$ cat src/rtl/branch_predictor.sv
// Direct-mapped branch target buffer with 2-bit saturating direction counters.
// The IF stage looks up the fetch PC combinationally and gets a predicted next
// PC. Resolved conditional branches from EX train the table. Two saturating
// statistics counters track accepted updates and mispredictions.
//
// Update handshake: upd_valid is a one-cycle strobe with no ready. Every cycle
// in which upd_valid=1 carries exactly one resolved branch. It takes effect at
// that rising edge and is visible to lookup from the next cycle on.
module branch_predictor #(
   parameter int ENTRIES     = 16,
   parameter int ADDR_W      = 32,
   parameter int CNT_W       = 16,
   parameter int SKIP_KERNEL = 1
) (
   input  logic              clk,
   input  logic              reset,
   input  logic [ADDR_W-1:0] if_pc,
   output logic              pred_hit,
   output logic              pred_taken,
   output logic [ADDR_W-1:0] pred_target,
   input  logic              upd_valid,
   input  logic [ADDR_W-1:0] upd_pc,
   input  logic              upd_taken,
   input  logic [ADDR_W-1:0] upd_target,
   input  logic              flush_all,
   input  logic              stat_clr,
   output logic [CNT_W-1:0]  stat_updates,
   output logic [CNT_W-1:0]  stat_mispred
);

   localparam int IDX_W = $clog2(ENTRIES);
   localparam int TAG_W = ADDR_W - IDX_W - 2;
   localparam logic [CNT_W-1:0] CNT_MAX = {CNT_W{1'b1}};

   logic [ENTRIES-1:0] valid_q, valid_d;
   logic [TAG_W-1:0]   tag_q    [ENTRIES];
   logic [TAG_W-1:0]   tag_d    [ENTRIES];
   logic [ADDR_W-1:0]  target_q [ENTRIES];
   logic [ADDR_W-1:0]  target_d [ENTRIES];
   logic [1:0]         ctr_q    [ENTRIES];
   logic [1:0]         ctr_d    [ENTRIES];
   logic [CNT_W-1:0]   upd_cnt_q, upd_cnt_d;
   logic [CNT_W-1:0]   mis_cnt_q, mis_cnt_d;

   // The byte offset of a PC never affects indexing or tagging.
   logic unused_pc_bits;
   assign unused_pc_bits = ^{if_pc[1:0], upd_pc[1:0]};

   // Fetch-side lookup: combinational from the current table, no bypass.
   logic [IDX_W-1:0] if_idx;
   logic [TAG_W-1:0] if_tag;
   logic             if_kernel;
   assign if_idx    = if_pc[IDX_W+1:2];
   assign if_tag    = if_pc[ADDR_W-1:IDX_W+2];
   assign if_kernel = (SKIP_KERNEL != 0) && if_pc[ADDR_W-1];

   assign pred_hit    = valid_q[if_idx] && (tag_q[if_idx] == if_tag) && !if_kernel;
   assign pred_taken  = pred_hit && ctr_q[if_idx][1];
   assign pred_target = pred_taken ? target_q[if_idx] : (if_pc + ADDR_W'(4));

   // Update-side prediction uses the same rule as fetch, on upd_pc.
   logic [IDX_W-1:0] u_idx;
   logic [TAG_W-1:0] u_tag;
   logic             u_kernel;
   logic             u_accept;
   logic             u_hit;
   logic             u_pred_taken;
   logic             u_mispred;
   assign u_idx        = upd_pc[IDX_W+1:2];
   assign u_tag        = upd_pc[ADDR_W-1:IDX_W+2];
   assign u_kernel     = (SKIP_KERNEL != 0) && upd_pc[ADDR_W-1];
   assign u_accept     = upd_valid && !u_kernel;
   assign u_hit        = valid_q[u_idx] && (tag_q[u_idx] == u_tag) && !u_kernel;
   assign u_pred_taken = u_hit && ctr_q[u_idx][1];
   assign u_mispred    = (u_pred_taken != upd_taken) ||
                         (u_pred_taken && upd_taken && (target_q[u_idx] != upd_target));

   assign stat_updates = upd_cnt_q;
   assign stat_mispred = mis_cnt_q;

   // Next table contents: flush wins over training, misses allocate only when taken.
   always_comb begin
      valid_d  = valid_q;
      tag_d    = tag_q;
      target_d = target_q;
      ctr_d    = ctr_q;
      if (flush_all) begin
         valid_d = '0;
      end else if (u_accept) begin
         if (u_hit) begin
            if (upd_taken) begin
               if (ctr_q[u_idx] != 2'b11) ctr_d[u_idx] = ctr_q[u_idx] + 2'd1;
               target_d[u_idx] = upd_target;
            end else if (ctr_q[u_idx] != 2'b00) begin
               ctr_d[u_idx] = ctr_q[u_idx] - 2'd1;
            end
         end else if (upd_taken) begin
            valid_d[u_idx]  = 1'b1;
            tag_d[u_idx]    = u_tag;
            target_d[u_idx] = upd_target;
            ctr_d[u_idx]    = 2'b10;
         end
      end
   end

   // Next statistics: clear wins over counting, both saturate at all-ones.
   always_comb begin
      upd_cnt_d = upd_cnt_q;
      mis_cnt_d = mis_cnt_q;
      if (stat_clr) begin
         upd_cnt_d = '0;
         mis_cnt_d = '0;
      end else if (u_accept) begin
         if (upd_cnt_q != CNT_MAX) upd_cnt_d = upd_cnt_q + CNT_W'(1);
         if (u_mispred && (mis_cnt_q != CNT_MAX)) mis_cnt_d = mis_cnt_q + CNT_W'(1);
      end
   end

   // State registers with asynchronous active-low reset.
   always_ff @(posedge clk or negedge reset) begin
      if (!reset) begin
         valid_q   <= '0;
         upd_cnt_q <= '0;
         mis_cnt_q <= '0;
         for (int i = 0; i < ENTRIES; i++) begin
            tag_q[i]    <= '0;
            target_q[i] <= '0;
            ctr_q[i]    <= 2'b01;
         end
      end else begin
         valid_q   <= valid_d;
         upd_cnt_q <= upd_cnt_d;
         mis_cnt_q <= mis_cnt_d;
         for (int i = 0; i < ENTRIES; i++) begin
            tag_q[i]    <= tag_d[i];
            target_q[i] <= target_d[i];
            ctr_q[i]    <= ctr_d[i];
         end
      end
   end

endmodule

$ cat config.mk
export PLATFORM = sky130hd
export DESIGN_NAME = branch_predictor
export DESIGN_NICKNAME = d
export VERILOG_FILES = /design/src/rtl/branch_predictor.sv
export SDC_FILE = /design/constraint.sdc
export NUM_CORES = 2
export LEC_CHECK = 0
export ABC_AREA = 1
export CAP_MARGIN = 20
export CORE_MARGIN = 2
export CORE_UTILIZATION = 40
export DETAILED_ROUTE_END_ITERATION = 16
export DONT_BUFFER_PORTS = 1
export HOLD_SLACK_MARGIN = 0.1
export PLACE_DENSITY = 0.56
export SYNTH_ARGS = -nofsm -noshare
export SYNTH_HDL_FRONTEND = slang
export SYNTH_SLANG_ARGS = --single-unit
$ cat constraint.sdc
create_clock -name clk -period 7.4 [get_ports clk]
set_input_delay 2.22 -clock clk [delete_from_list [all_inputs] [get_ports clk]]
set_output_delay 2.22 -clock clk [all_outputs]
set_load 0.01 [all_outputs]
==> summary.txt <==
Yosys
  – Post-synthesis adder-cell area fraction: less than 1%
  – Post-synth EDFFs: 0
  – Yosys top cell by area: dfrtp_1
  – Post-synthesis xor/xnor area fraction: less than 1%
  – #FFs+latches synth: a little over 1000
  – Register area share after synthesis: a little over two fifths
  – Synth Flop Type: dfrtp_1
  – Mapped Cells: around 8500
  – Synth async-reset ratio: 100.0%
  – Share of the synthesized area in the top cell type: 42.70%
  – Mean post-synth cell area: roughly 6.8 sq um
  – Synth Area in Compound Gates: ~20%
  – Post-Syn Area: 0.05813 sq mm
  – Largest cells by area after synthesis: dfrtp_1 (43%), nand2_1 (20%), o21ai_0 (14%)
  – Simple-gate portion of the synthesized area: ~28%
  – Mux contribution to synthesized area: 0%
  – Netlist cell types: 55
  – Largest family of logic cells by synthesized area: simple AND/OR/NAND/NOR gates
  – Synth warnings: 0
  – Mapped Nets: roughly 8600

Global route
  – First-pass GRT wire length: 343.3 mm
  – GR Util All Layers: a little under a third
  – M3 GR Usage: 6.128%
  – Largest net degree at the start of global routing: about 500
  – Grt met1 use: between 40% and 50%
  – Vias in the first global route: around 53000
  – Initial antenna violation count: 6
  – Most used routing layer: met2
  – Met2 Use GR: 47.45%
  – Remaining global-route overflow: 0

CTS
  – Clock Sinks: a little over 1000
  – Clock tree buffer depth: 3
  – Cts bufs inserted: approximately 120
  – Clk_lat worst skew: 0.76 ns
  – Clk slew on worst S/H paths: around 0.060 ns
  – Hold buffers post-CTS: 0
  – Root Buffer: clkbuf_16
  – CTS HTree Levels: 3
  – TritonCTS clock tree: done

Drt
  – TritonRoute pass-1 iters: 6
  – Routed len/inst: 22.50 um
  – Detailed Route Iter0 Violations: 6157
  – Routed Antenna Nets: 0
  – Vias per cell: around 5.6
  – WL final: approximately 230 mm
  – Number of remaining DRC errors: 0
  – DR vias: 56820

Critical path
  – Crit path top cell by count: nand2_1
  – Worst stage delay on the critical path: roughly 0.73 ns
  – Crit path cell chain: a21oi_1 -> o21ai_0 -> o21ai_0 -> nand2_1 -> nand2_1 -> inv_1 -> nand3_1 -> nand2_1 -> nor2_1 -> nand2_1 -> nor2_1 -> nor2b_1 -> nand3b_1 -> buf_4 -> o21ai_0 -> buf_4
  – CP Capture Type: output pin
  – Worst Path Max Fanout: roughly 380
  – R2r setup slk: roughly 3.5 ns
  – Crit path launch type: input pin
  – CP max-delay cell: a21oi_1
  – WP data arrival: 6.24 ns
  – Worst EP required: approximately 5.2 ns
  – Critical path origin: if_pc[3]
  – Crit Path Class: in -> out
  – Worst R2R Start: tag_q[280]

Floorplan
  – Die width: 385.2 um
  – Starting Density: between 40% and 50%
  – Row cnt: around 140
  – Die Span Y: roughly 390 um
  – Core Region: between 0.1 and 0.15 sq mm
  – Die area: approximately 0.15 sq mm
  – Num ports: 168

Timing
  – Worst slew margin: -76.71%
  – PnR worst setup slack: -1.058 ns
  – Highest clock rate: about 120 MHz
  – Worst hold slack: approximately 0.47 ns
  – Tcrit/Tclk final: 114.3%
  – Slew Limit Fails: 319
  – Clock skew: about 0.048 ns
  – RSZ-0062 raised after global routing: true
  – Final setup fails: 34
  – Least-Margin Pin Slew: ~2.7 ns
  – Min Tclk post-route: between 8 and 9 ns
  – Final hold viol count: 0

Placement
  – Post-DP HPWL: between 100 and 150 mm
  – DP Cell Count: between 9000 and 10000
  – Setup WS pre-CTS: about 0.00089 ns
  – Gp weighted congestion: 0.9139
  – PortBufs: 0

Layout
  – Fillers: 14870
  – Layout cells sized above 1: around 5.7%
  – # nets final: between 8000 and 9000
  – Area delta synth->final: 10.36%
  – Final Util: 44.55%
  – Post-route insts no fill: about 10000
  – Multi-input logic area: about 0.028 sq mm
  – FF/Latch Area: ~0.025 sq mm

Min path
  – Hold Startpoint: ctr_q[26]
  – HP Class: reg -> reg

Run status
  – Status: complete, but fails checks
  – Failing checks: max-slew violations, negative setup slack

Pwr
  – Pwr Density: 224.1 mW/mm^2
  – Overall power: 14380 uW
  – Leakage: a little over 0.03 uW
  – Max VDD drop: slightly above 0.2 mV

Run
  – Number of max-cap violations: 0
cell families (layout without fill, tap and decap cells):
group | count (synthesis) | after routing
and+or+nand+nor | 4098 | 4098
AOI/OAI and AO/OA | 2230 | 2230
buffers and inverters | 1157 | 924
DFF | 1008 | 1008
xor gates and xnor gates | 41 | 41
adders and majority gates | 6 | 6
other | 0 | 2
layout make-up:
type	instances	area share, %
Antenna cell	2	0.007801
Clock buffer	186	5.642
Clock inverter	26	0.5636
Inverter	516	3.070
Multi-Input combinational cell	6375	44.18
Sequential cell	1008	39.35
Tap cell	1903	3.711
Timing Repair Buffer	196	3.481
cell usage in the layout (no fill, tap or decap), types with 10 or more instances in the layout:
cell type	netlist	layout
nand2_1	3163	3160
o21ai_0	1660	1660
dfrtp_1	992	992
nor2_1	529	515
inv_1	497	490
a21oi_1	308	308
nand3_1	240	237
buf_4	16	141
clkbuf_16	0	119
nand4_1	87	87
o211ai_1	81	81
o21ai_1	78	78
buf_12	0	43
xor2_1	40	40
clkbuf_8	0	39
nor3_1	32	32
clkbuf_1	366	28
o22ai_1	23	23
nand2_2	19	22
clkinv_2	0	19
a22oi_1	18	18
nor2_4	1	16
a32o_1	16	16
dfstp_2	16	16
inv_2	9	12
buf_16	0	11
a221oi_1	10	10
timing repair:
| item | CTS | global route |
|---|---|---|
| pin swaps | 0 | 2 |
| resized for setup | 1 | 8 |
| endpoints found under the hold margin | 0 | 0 |
| setup endpoints to repair | 2 | 18 |
| buffers inserted | 0 | 1 |
sequential cells by signal, indices dropped and copies added, names as in the netlist:
register / count
target_q: 512
tag_q: 416
ctr_q: 32
stat_mispred: 16
stat_updates: 16
valid_q: 16
worst max-delay path, delay by kind of cell:
family	cells	cell delay [ns]
compound gates	4	1.46
simple gates	9	0.82
buf+inv	3	0.46
metrics by stage:
stage | area (sq um) | TNS (ns)
2_1_floorplan | 58130 | 0
3_3_place_gp | 60020 | -0.01194
3_5_place_dp | 60020 | 0
4_1_cts | 64000 | 0
5_1_grt | 64150 | -11.80
6_report | 64160 | -30.13
Yosys cell counts (6+ instances only):
| master | instances |
|---|---|
| nor4_1 | 7 |
| nor3_1 | 32 |
| buf_2 | 197 |
| dfrtp_1 | 992 |
| buf_4 | 16 |
| nand3_1 | 240 |
| ha_1 | 6 |
| nor2_2 | 6 |
| inv_2 | 9 |
| o21ai_0 | 1660 |
| a21oi_1 | 308 |
| a221oi_1 | 10 |
| nand4_1 | 87 |
| dfstp_2 | 16 |
| nand2_1 | 3163 |
| inv_1 | 497 |
| o21ai_1 | 78 |
| o211ai_1 | 81 |
| buf_1 | 55 |
| clkbuf_1 | 366 |
| nand2_2 | 19 |
| nor2_1 | 529 |
| clkinv_1 | 9 |
| o22ai_1 | 23 |
| a32o_1 | 16 |
| xor2_1 | 40 |
| a22oi_1 | 18 |
| o211a_1 | 7 |
power by group:
part | internal (uW) | switching (uW) | leakage, uW
clock | 3540 | 2490 | 0.00196
sequential | 6000 | 304 | 0.0129
combinational | 688 | 1360 | 0.0154
total | 10200 | 4150 | 0.0303
metal layers:
metal | part of all wire, % | vias to the layer above
met2 | 44 | 2319
met1 | 43 | 27020
met5 | 0.0091 | -
met4 | 4.2 | 4
met3 | 9.3 | 472
li1 | - | 27000
final timing paths:
| check | endpoint | cells past startpoint |
|---|---|---|
| min in group asynchronous | target_q[374] | 0 |
| worst max-delay path | pred_target[8] | 16 |
| worst max register to register | tag_q[164] | 16 |
| max in group asynchronous | valid_q[11] | 6 |
| worst min-delay path | ctr_q[26] | 2 |
| worst min register to register | ctr_q[26] | 2 |
Note: power is estimated with default switching activity, not from simulation.
